===== src/rtl/strum_event_encoder_pkg.sv =====
// Shared constants for the strum event encoder: source IDs, event byte layout
// and polarity values, plus a helper that packs one event byte.
package strum_pkg;

    typedef enum logic [1:0] {
        SRC_GREEN = 2'd0,
        SRC_BLUE  = 2'd1,
        SRC_FOOT  = 2'd2
    } src_e;

    localparam int NUM_SRC   = 3;
    localparam int EV_W      = 8;
    localparam int SEQ_W     = 5;

    localparam int EV_POL    = 7;
    localparam int EV_SRC_HI = 6;
    localparam int EV_SRC_LO = 5;
    localparam int EV_SEQ_HI = 4;

    localparam logic POL_PRESS   = 1'b1;
    localparam logic POL_RELEASE = 1'b0;

    function automatic logic [EV_W-1:0] make_event(
        input logic             pol,
        input logic [1:0]       src,
        input logic [SEQ_W-1:0] seq
    );
        logic [EV_W-1:0] ev;
        ev                       = '0;
        ev[EV_POL]               = pol;
        ev[EV_SRC_HI:EV_SRC_LO]  = src;
        ev[EV_SEQ_HI:0]          = seq;
        return ev;
    endfunction

endpackage


===== src/rtl/strum_event_encoder_if.sv =====
// Valid/ready event stream between the encoder and the host-link serializer.
interface strum_event_encoder_if;
    logic       ev_valid;
    logic       ev_ready;
    logic [7:0] ev_data;

    modport master (output ev_valid, output ev_data, input ev_ready);
    modport slave  (input ev_valid, input ev_data, output ev_ready);
endinterface


===== src/rtl/strum_event_encoder_event_fifo.sv =====
// Synchronous FIFO with a registered head: a pushed entry reaches the head
// register one cycle after it is written into the ring.
module event_fifo #(
    parameter int WIDTH = 8,
    parameter int DEPTH = 8
) (
    input  logic                       clk,
    input  logic                       rst,
    input  logic                       push,
    input  logic [WIDTH-1:0]           push_data,
    input  logic                       pop,
    output logic                       full,
    output logic                       empty,
    output logic [WIDTH-1:0]           head,
    output logic [$clog2(DEPTH):0]     count
);

    localparam int AW = $clog2(DEPTH);

    logic [WIDTH-1:0] mem [DEPTH];
    logic [AW-1:0]    wr_ptr;
    logic [AW-1:0]    rd_ptr;
    logic [AW:0]      ring_count;
    logic             head_valid;
    logic             do_pop;
    logic             do_push;
    logic             load;

    // empty tracks the head register, so it lags a push into an empty FIFO
    assign empty   = !head_valid;
    assign full    = (count == (AW+1)'(DEPTH));
    assign do_pop  = pop && head_valid;
    assign do_push = push && (!full || do_pop);
    assign load    = (ring_count != '0) && (!head_valid || do_pop);

    // NOTE: storage is deliberately left out of reset; pointers and counts
    // alone define which entries are live, and plain RAM maps better.
    always_ff @(posedge clk) begin
        if (do_push) mem[wr_ptr] <= push_data;
    end

    // NOTE: sequential state uses non-blocking assignments only, so every
    // register here samples pre-edge values regardless of statement order.
    always_ff @(posedge clk) begin
        if (rst) begin
            wr_ptr     <= '0;
            rd_ptr     <= '0;
            ring_count <= '0;
            count      <= '0;
            head_valid <= 1'b0;
            head       <= '0;
        end else begin
            if (do_push) wr_ptr <= wr_ptr + AW'(1);
            if (load) begin
                head       <= mem[rd_ptr];
                head_valid <= 1'b1;
                rd_ptr     <= rd_ptr + AW'(1);
            end else if (do_pop) begin
                head_valid <= 1'b0;
            end
            ring_count <= ring_count + (AW+1)'(do_push) - (AW+1)'(load);
            count      <= count + (AW+1)'(do_push) - (AW+1)'(do_pop);
        end
    end

endmodule


===== src/rtl/strum_event_encoder.sv =====
// Turns debounced strum/foot levels into timestamped press/release bytes with
// per-source press holdoff, one pending slot per source and an output FIFO.
module strum_event_encoder
    import strum_pkg::*;
#(
    parameter int FIFO_DEPTH = 8,
    parameter int HOLDOFF    = 2500000,
    parameter int HO_W       = 22
) (
    input  logic                          clk,
    input  logic                          rst,
    input  logic                          strum_g,
    input  logic                          strum_b,
    input  logic                          drum_foot,
    input  logic                          ovf_clr,
    strum_event_encoder_if.master         ev,
    output logic [$clog2(FIFO_DEPTH):0]   fifo_count,
    output logic                          overflow
);

    localparam logic [HO_W-1:0] HOLDOFF_LD = HO_W'(HOLDOFF);

    logic [NUM_SRC-1:0] level;
    logic [NUM_SRC-1:0] hist;
    logic [HO_W-1:0]    holdoff_ctr [NUM_SRC];
    logic [NUM_SRC-1:0] suppress;
    logic [NUM_SRC-1:0] slot_full;
    logic [NUM_SRC-1:0] slot_pol;
    logic [SEQ_W-1:0]   seq;

    logic [NUM_SRC-1:0] edge_ok, edge_pol, ho_load, sup_set, sup_clr, drop;
    logic [NUM_SRC-1:0] grant;
    logic               push;
    logic [EV_W-1:0]    push_data;
    logic               pop;
    logic               can_push;
    logic               fifo_full;
    logic               fifo_empty;

    always_comb begin
        level            = '0;
        level[SRC_GREEN] = strum_g;
        level[SRC_BLUE]  = strum_b;
        level[SRC_FOOT]  = drum_foot;
    end

    // NOTE: every signal driven here gets a default first, so no branch can
    // leave a value unassigned and infer a latch.
    always_comb begin
        edge_ok  = '0;
        edge_pol = '0;
        ho_load  = '0;
        sup_set  = '0;
        sup_clr  = '0;
        drop     = '0;
        for (int s = 0; s < NUM_SRC; s++) begin
            if (level[s] && !hist[s]) begin
                edge_pol[s] = POL_PRESS;
                if (holdoff_ctr[s] == '0) begin
                    ho_load[s] = 1'b1;
                    edge_ok[s] = 1'b1;
                end else begin
                    sup_set[s] = 1'b1;
                end
            end else if (!level[s] && hist[s]) begin
                edge_pol[s] = POL_RELEASE;
                if (suppress[s]) sup_clr[s] = 1'b1;
                else             edge_ok[s] = 1'b1;
            end
            drop[s] = edge_ok[s] && slot_full[s];
        end
    end

    // Fixed priority: lowest source index wins the single write per cycle
    assign pop      = ev.ev_valid && ev.ev_ready;
    assign can_push = !fifo_full || pop;

    always_comb begin
        grant     = '0;
        push      = 1'b0;
        push_data = '0;
        for (int s = 0; s < NUM_SRC; s++) begin
            if (can_push && slot_full[s] && !push) begin
                grant[s]  = 1'b1;
                push      = 1'b1;
                push_data = make_event(slot_pol[s], 2'(s), seq);
            end
        end
    end

    always_ff @(posedge clk) begin
        if (rst) begin
            hist      <= '0;
            suppress  <= '0;
            slot_full <= '0;
            slot_pol  <= '0;
            seq       <= '0;
            overflow  <= 1'b0;
            for (int s = 0; s < NUM_SRC; s++) holdoff_ctr[s] <= '0;
        end else begin
            hist <= level;
            if (push)         seq      <= seq + SEQ_W'(1);
            if (|drop)        overflow <= 1'b1;
            else if (ovf_clr) overflow <= 1'b0;
            for (int s = 0; s < NUM_SRC; s++) begin
                if (edge_ok[s] && !slot_full[s]) begin
                    slot_full[s] <= 1'b1;
                    slot_pol[s]  <= edge_pol[s];
                end else if (grant[s]) begin
                    slot_full[s] <= 1'b0;
                end
                if (sup_set[s])      suppress[s] <= 1'b1;
                else if (sup_clr[s]) suppress[s] <= 1'b0;
                if (ho_load[s])                holdoff_ctr[s] <= HOLDOFF_LD;
                else if (holdoff_ctr[s] != '0) holdoff_ctr[s] <= holdoff_ctr[s] - HO_W'(1);
            end
        end
    end

    event_fifo #(
        .WIDTH (EV_W),
        .DEPTH (FIFO_DEPTH)
    ) u_fifo (
        .clk       (clk),
        .rst       (rst),
        .push      (push),
        .push_data (push_data),
        .pop       (ev.ev_ready),
        .full      (fifo_full),
        .empty     (fifo_empty),
        .head      (ev.ev_data),
        .count     (fifo_count)
    );

    assign ev.ev_valid = !fifo_empty;

endmodule


===== src/flat_wrapper.sv =====
// flat-port wrapper written by rule: the top's interface ports become plain ports
module strum_event_encoder_flat import strum_pkg::*;
#(
    parameter int FIFO_DEPTH = 8,
    parameter int HOLDOFF    = 2500000,
    parameter int HO_W       = 22
)
  (clk, rst, strum_g, strum_b, drum_foot, ovf_clr, fifo_count, overflow, ev_ev_valid, ev_ev_data, ev_ev_ready);
  strum_event_encoder_if ev_i ();
  input  logic clk;
  input  logic rst;
  input  logic strum_g;
  input  logic strum_b;
  input  logic drum_foot;
  input  logic ovf_clr;
  output logic [$clog2(FIFO_DEPTH):0] fifo_count;
  output logic overflow;
  output wire logic [$bits(ev_i.ev_valid)-1:0] ev_ev_valid;
  output wire logic [$bits(ev_i.ev_data)-1:0] ev_ev_data;
  input wire logic [$bits(ev_i.ev_ready)-1:0] ev_ev_ready;
  assign ev_ev_valid = ev_i.ev_valid;
  assign ev_ev_data = ev_i.ev_data;
  assign ev_i.ev_ready = ev_ev_ready;
  strum_event_encoder #(.FIFO_DEPTH(FIFO_DEPTH), .HOLDOFF(HOLDOFF), .HO_W(HO_W)) u_core (.clk(clk), .rst(rst), .strum_g(strum_g), .strum_b(strum_b), .drum_foot(drum_foot), .ovf_clr(ovf_clr), .ev(ev_i), .fifo_count(fifo_count), .overflow(overflow));
endmodule

===== config.mk =====
export PLATFORM = sky130hd
export DESIGN_NAME = strum_event_encoder_flat
export DESIGN_NICKNAME = d
export VERILOG_FILES = /design/src/rtl/strum_event_encoder_pkg.sv /design/src/rtl/strum_event_encoder_if.sv /design/src/rtl/strum_event_encoder_event_fifo.sv /design/src/rtl/strum_event_encoder.sv /design/src/flat_wrapper.sv
export SDC_FILE = /design/constraint.sdc
export NUM_CORES = 1
export LEC_CHECK = 0
export BUFFER_PORTS_ARGS = -buffer_cell sky130_fd_sc_hd__clkbuf_2
export CORE_MARGIN = 2
export CORE_UTILIZATION = 45
export CTS_BUF_LIST = sky130_fd_sc_hd__clkbuf_4 sky130_fd_sc_hd__clkbuf_8 sky130_fd_sc_hd__clkbuf_16
export DETAILED_ROUTE_END_ITERATION = 10
export HOLD_SLACK_MARGIN = 0.05
export PLACE_DENSITY = 0.65
export SETUP_SLACK_MARGIN = 0.3
export SLEW_MARGIN = 10
export SYNTH_ARGS = -nofsm -noshare
export SYNTH_HDL_FRONTEND = slang
export SYNTH_SLANG_ARGS = --single-unit

===== constraint.sdc =====
create_clock -name clk -period 2.27 [get_ports clk]
set_input_delay 0.1135 -clock clk [delete_from_list [all_inputs] [get_ports clk]]
set_output_delay 0.1135 -clock clk [all_outputs]
set_load 0.02 [all_outputs]

==> impl_metrics.py <==
metrics = {
    "logic_synthesis": {
        "synth_edf_count": 130,
        "syn-cell-area_mm2": 0.008073,
        "seq_area_frac_synth": 0.5852,
        "synth_seq_cells": 171,
        "synth_cells": 654,
        "ys_warn_count": 0,
        "yosysUniqueCellTypes": 59,
        "synth_area_per_cell_um2": 12.34,
        "syn_nets": 682,
        "synthFlopType": "edfxtp_1",
        "synthArstFlopShare": 0,
    },
    "drt": {
        "drtIter0Drc": 335,
        "post_drt_wl_per_cell_um": 17.62,
        "drt_wl_total_um": 17830,
        "drc_errors": 0,
        "ant_nets": 0,
        "viasPerCell": 5.509,
        "first_pass_iters": 6,
        "vias": 5575,
    },
    "cts": {
        "clk_pin_slew_ns": 0.07,
        "cts_sinks": 171,
        "insertion_delay_ns": 0.44,
        "cts_max_level": 4,
        "cts_root_buffer": "clkbuf_16",
        "numCtsBuffers": 17,
        "clock_path_buffers": 2,
        "cts_tree": "yes",
    },
    "critical_path": {
        "max_stage_delay_ns": 0.52,
        "required_ns": 2.42,
        "crit_path_end": "u_core.holdoff_ctr[1][7]",
        "worstRegToRegCells": 6,
        "r2r_end": "u_core.holdoff_ctr[1][7]",
        "worstSetupPathType": "register to register",
        "crit_family": "simple AND/OR/NAND/NOR gates",
        "path_max_fanout": 8,
        "timing.rr.start": "u_core.holdoff_ctr[0][14]",
        "cp_num_cells": 6,
        "crit_chain": "nor3_2 > nand2_1 > nor4_4 > buf_6 > a31o_4 > a31oi_1",
        "critPathLaunch": "u_core.holdoff_ctr[0][14]",
        "critPathSlowestCell": "edfxtp_1",
        "crit_path_end_kind": "register",
        "cp_num_buf_inv": 1,
        "worst_ep_arrival_time_ns": 2.32,
        "r2r_slack_ns": 0.11,
        "startpoint_type": "register",
    },
    "sta": {
        "worstMarginPinSlew_ns": 0.6482,
        "post-route-period-util": 0.9535,
        "fmax_mhz": 462.0,
        "setup-violations-final": 0,
        "slew_violations": 0,
        "finClkSkew_ns": 0.01142,
        "rsz0062_at_grt": "yes",
        "maxSlewHeadroom": 0.5673,
        "min_period_ns": 2.164,
        "tns_ns": 0,
        "finalHoldViolCount": 0,
    },
    "place": {
        "globalplace.congestion": 0.8497,
        "io_buffers": 20,
        "dp_cells": 908,
        "hpwlAfterDp_um": 10470,
    },
    "finish": {
        "final_common_cell": "edfxtp_1",
        "area_growth_pct": 30.98,
        "diodes": 0,
        "layout_common_cells": "edfxtp_1 (130), buf_4 (80), nor2_1 (76), dfxtp_1 (37), xnor2_1 (36)",
        "post_layout_nonfiller_instances": 1012,
        "nets": 802,
        "drive_gt1_frac": 0.3901,
        "fin_util": 0.6071,
    },
    "power": {
        "p_seq_frac": 0.390,
        "total_power_mw": 10.73,
        "power.internal_mw": 7.299,
        "power_density_mw_per_mm2": 1015,
        "clkPwrFrac": 0.282,
        "pwr-share-comb": 0.327,
        "switching_share": 0.3198,
        "p_sw_mw": 3.431,
        "vdd_drop_max_uv": 740.6,
        "total_leakage_power_nw": 3.801,
    },
    "floorplanning": {
        "std_cell_rows": 48,
        "start_util": 0.4635,
        "core-area_mm2": 0.01742,
        "ioPinCount": 21,
        "die_h_um": 137.9,
        "dieWidth_um": 137.9,
        "dieArea_mm2": 0.01903,
    },
    "worst_hold_path": {
        "hold_class": "primary input to register",
    },
    "global_routing": {
        "antenna_found_initial": 0,
        "use_met3": 0.04240,
        "grtUsageMet1": 0.2156,
        "grt_use_met2": 0.3331,
        "grt_remaining_overflow": 0,
        "grt.busiest_layer": "met2",
        "grt_pass1_vias": 5354,
        "track_usage": 0.1851,
        "grt_pass1_wl_um": 26680,
        "grt_max_degree": 29,
    },
    "job": {
        "maxCapViolations": 0,
    },
    "run_status": {
        "status": "complete, no violations",
    },
}
synthesized netlist by cell type, types with 9 or more instances:
master / number / area, µm²
a211oi_1: 14 / 105.1
a21oi_1: 39 / 195.2
clkbuf_1: 10 / 37.54
dfxtp_1: 41 / 820.8
edfxtp_1: 130 / 3904
ha_1: 19 / 237.7
inv_1: 24 / 90.09
mux2i_1: 10 / 100.1
mux4_2: 16 / 360.4
nand2_1: 36 / 135.1
nor2_1: 93 / 349.1
nor2b_1: 9 / 56.30
nor3_1: 25 / 125.1
nor4_1: 15 / 93.84
xnor2_1: 39 / 341.6
xor2_1: 29 / 254.0
tightest hold or removal path, cell delays in order:
cell      delay [ns]
clkbuf_2        0.10
inv_1           0.06
a22o_1          0.14
a31oi_1         0.04
o221ai_1        0.13
cell type report:
cell class              count  area [µm²]
clock buffers              18       432.9
clock inverters            14       180.2
fillers                  1301        6843
inverters                  24       100.1
multi-input cells         442        3924
flip-flops and latches    171        4740
well taps                 225       281.5
repair buffers            118       915.9
metal layers:
metal	share of wire	routed length, µm	vias to the layer above
met1	0.41	7283	2783
met5	0	0	-
met3	0.034	605	34
li1	-	-	2632
met4	0.023	411	0
met2	0.53	9530	126
power groups by stage:
stage	Sequential (mW)	Clock, mW	Combinational, mW
after floorplan	4.29	0	1.97
after global placement	4.22	0	2.60
after detailed placement	4.25	0	2.69
after CTS	4.17	3.08	3.06
after global routing	4.24	3.19	3.86
final	4.19	3.03	3.51
what timing repair did:
item	4_1_cts	5_1_grt
cloned	4	4
hold buffers	4	0
gates resized for setup	44	101
endpoints found under the setup margin	108	150
pin swaps	25	51
hold endpoints to repair	8	0
setup buffers	33	27
flip-flops by register name (all words and copies together), names as in the netlist:
register	cells
u_core.holdoff_ctr	66
u_core.u_fifo.count	4
u_core.u_fifo.head_valid	1
u_core.seq	5
u_core.hist	3
u_core.u_fifo.rd_ptr	3
u_core.u_fifo.mem	64
u_core.suppress	3
u_core.overflow	1
u_core.u_fifo.ring_count	4
u_core.slot_pol	3
u_core.slot_full	3
u_core.u_fifo.wr_ptr	3
u_core.u_fifo.head	8
cells by family (layout without fill, tap and decap cells):
| family | Yosys count | after routing | synth area share |
|---|---|---|---|
| buf+inv | 47 | 174 | 0.02464 |
| simple gates | 252 | 257 | 0.1719 |
| flops | 171 | 171 | 0.5852 |
| mux | 26 | 26 | 0.05704 |
| xor+xnor | 68 | 68 | 0.07378 |
| fa+ha+maj | 21 | 21 | 0.03441 |
| compound gates | 69 | 70 | 0.05301 |
through the flow:
stage               hold slack (ns)  area (µm²)  setup WS, ns
detailed placement           0.3823        8765       0.04643
global route                 0.2211       10570       0.05955
floorplan                    0.2417        8255        0.1453
global placement             0.3663        8765        0.1109
finish                       0.1941       10570        0.1056
CTS                          0.1918        9902        0.1762
worst min path at each step:
stage                        from               to  slack, ns  depth (start not counted)
after floorplan           strum_g   u_core.hist[0]       0.24                          1
after global placement    strum_g   u_core.hist[0]       0.37                          2
after detailed placement  strum_g   u_core.hist[0]       0.38                          2
after CTS                 ovf_clr  u_core.overflow       0.19                          5
after global routing      ovf_clr  u_core.overflow       0.22                          5
final                     ovf_clr  u_core.overflow       0.19                          5
Note: power is estimated with default switching activity, not from simulation.
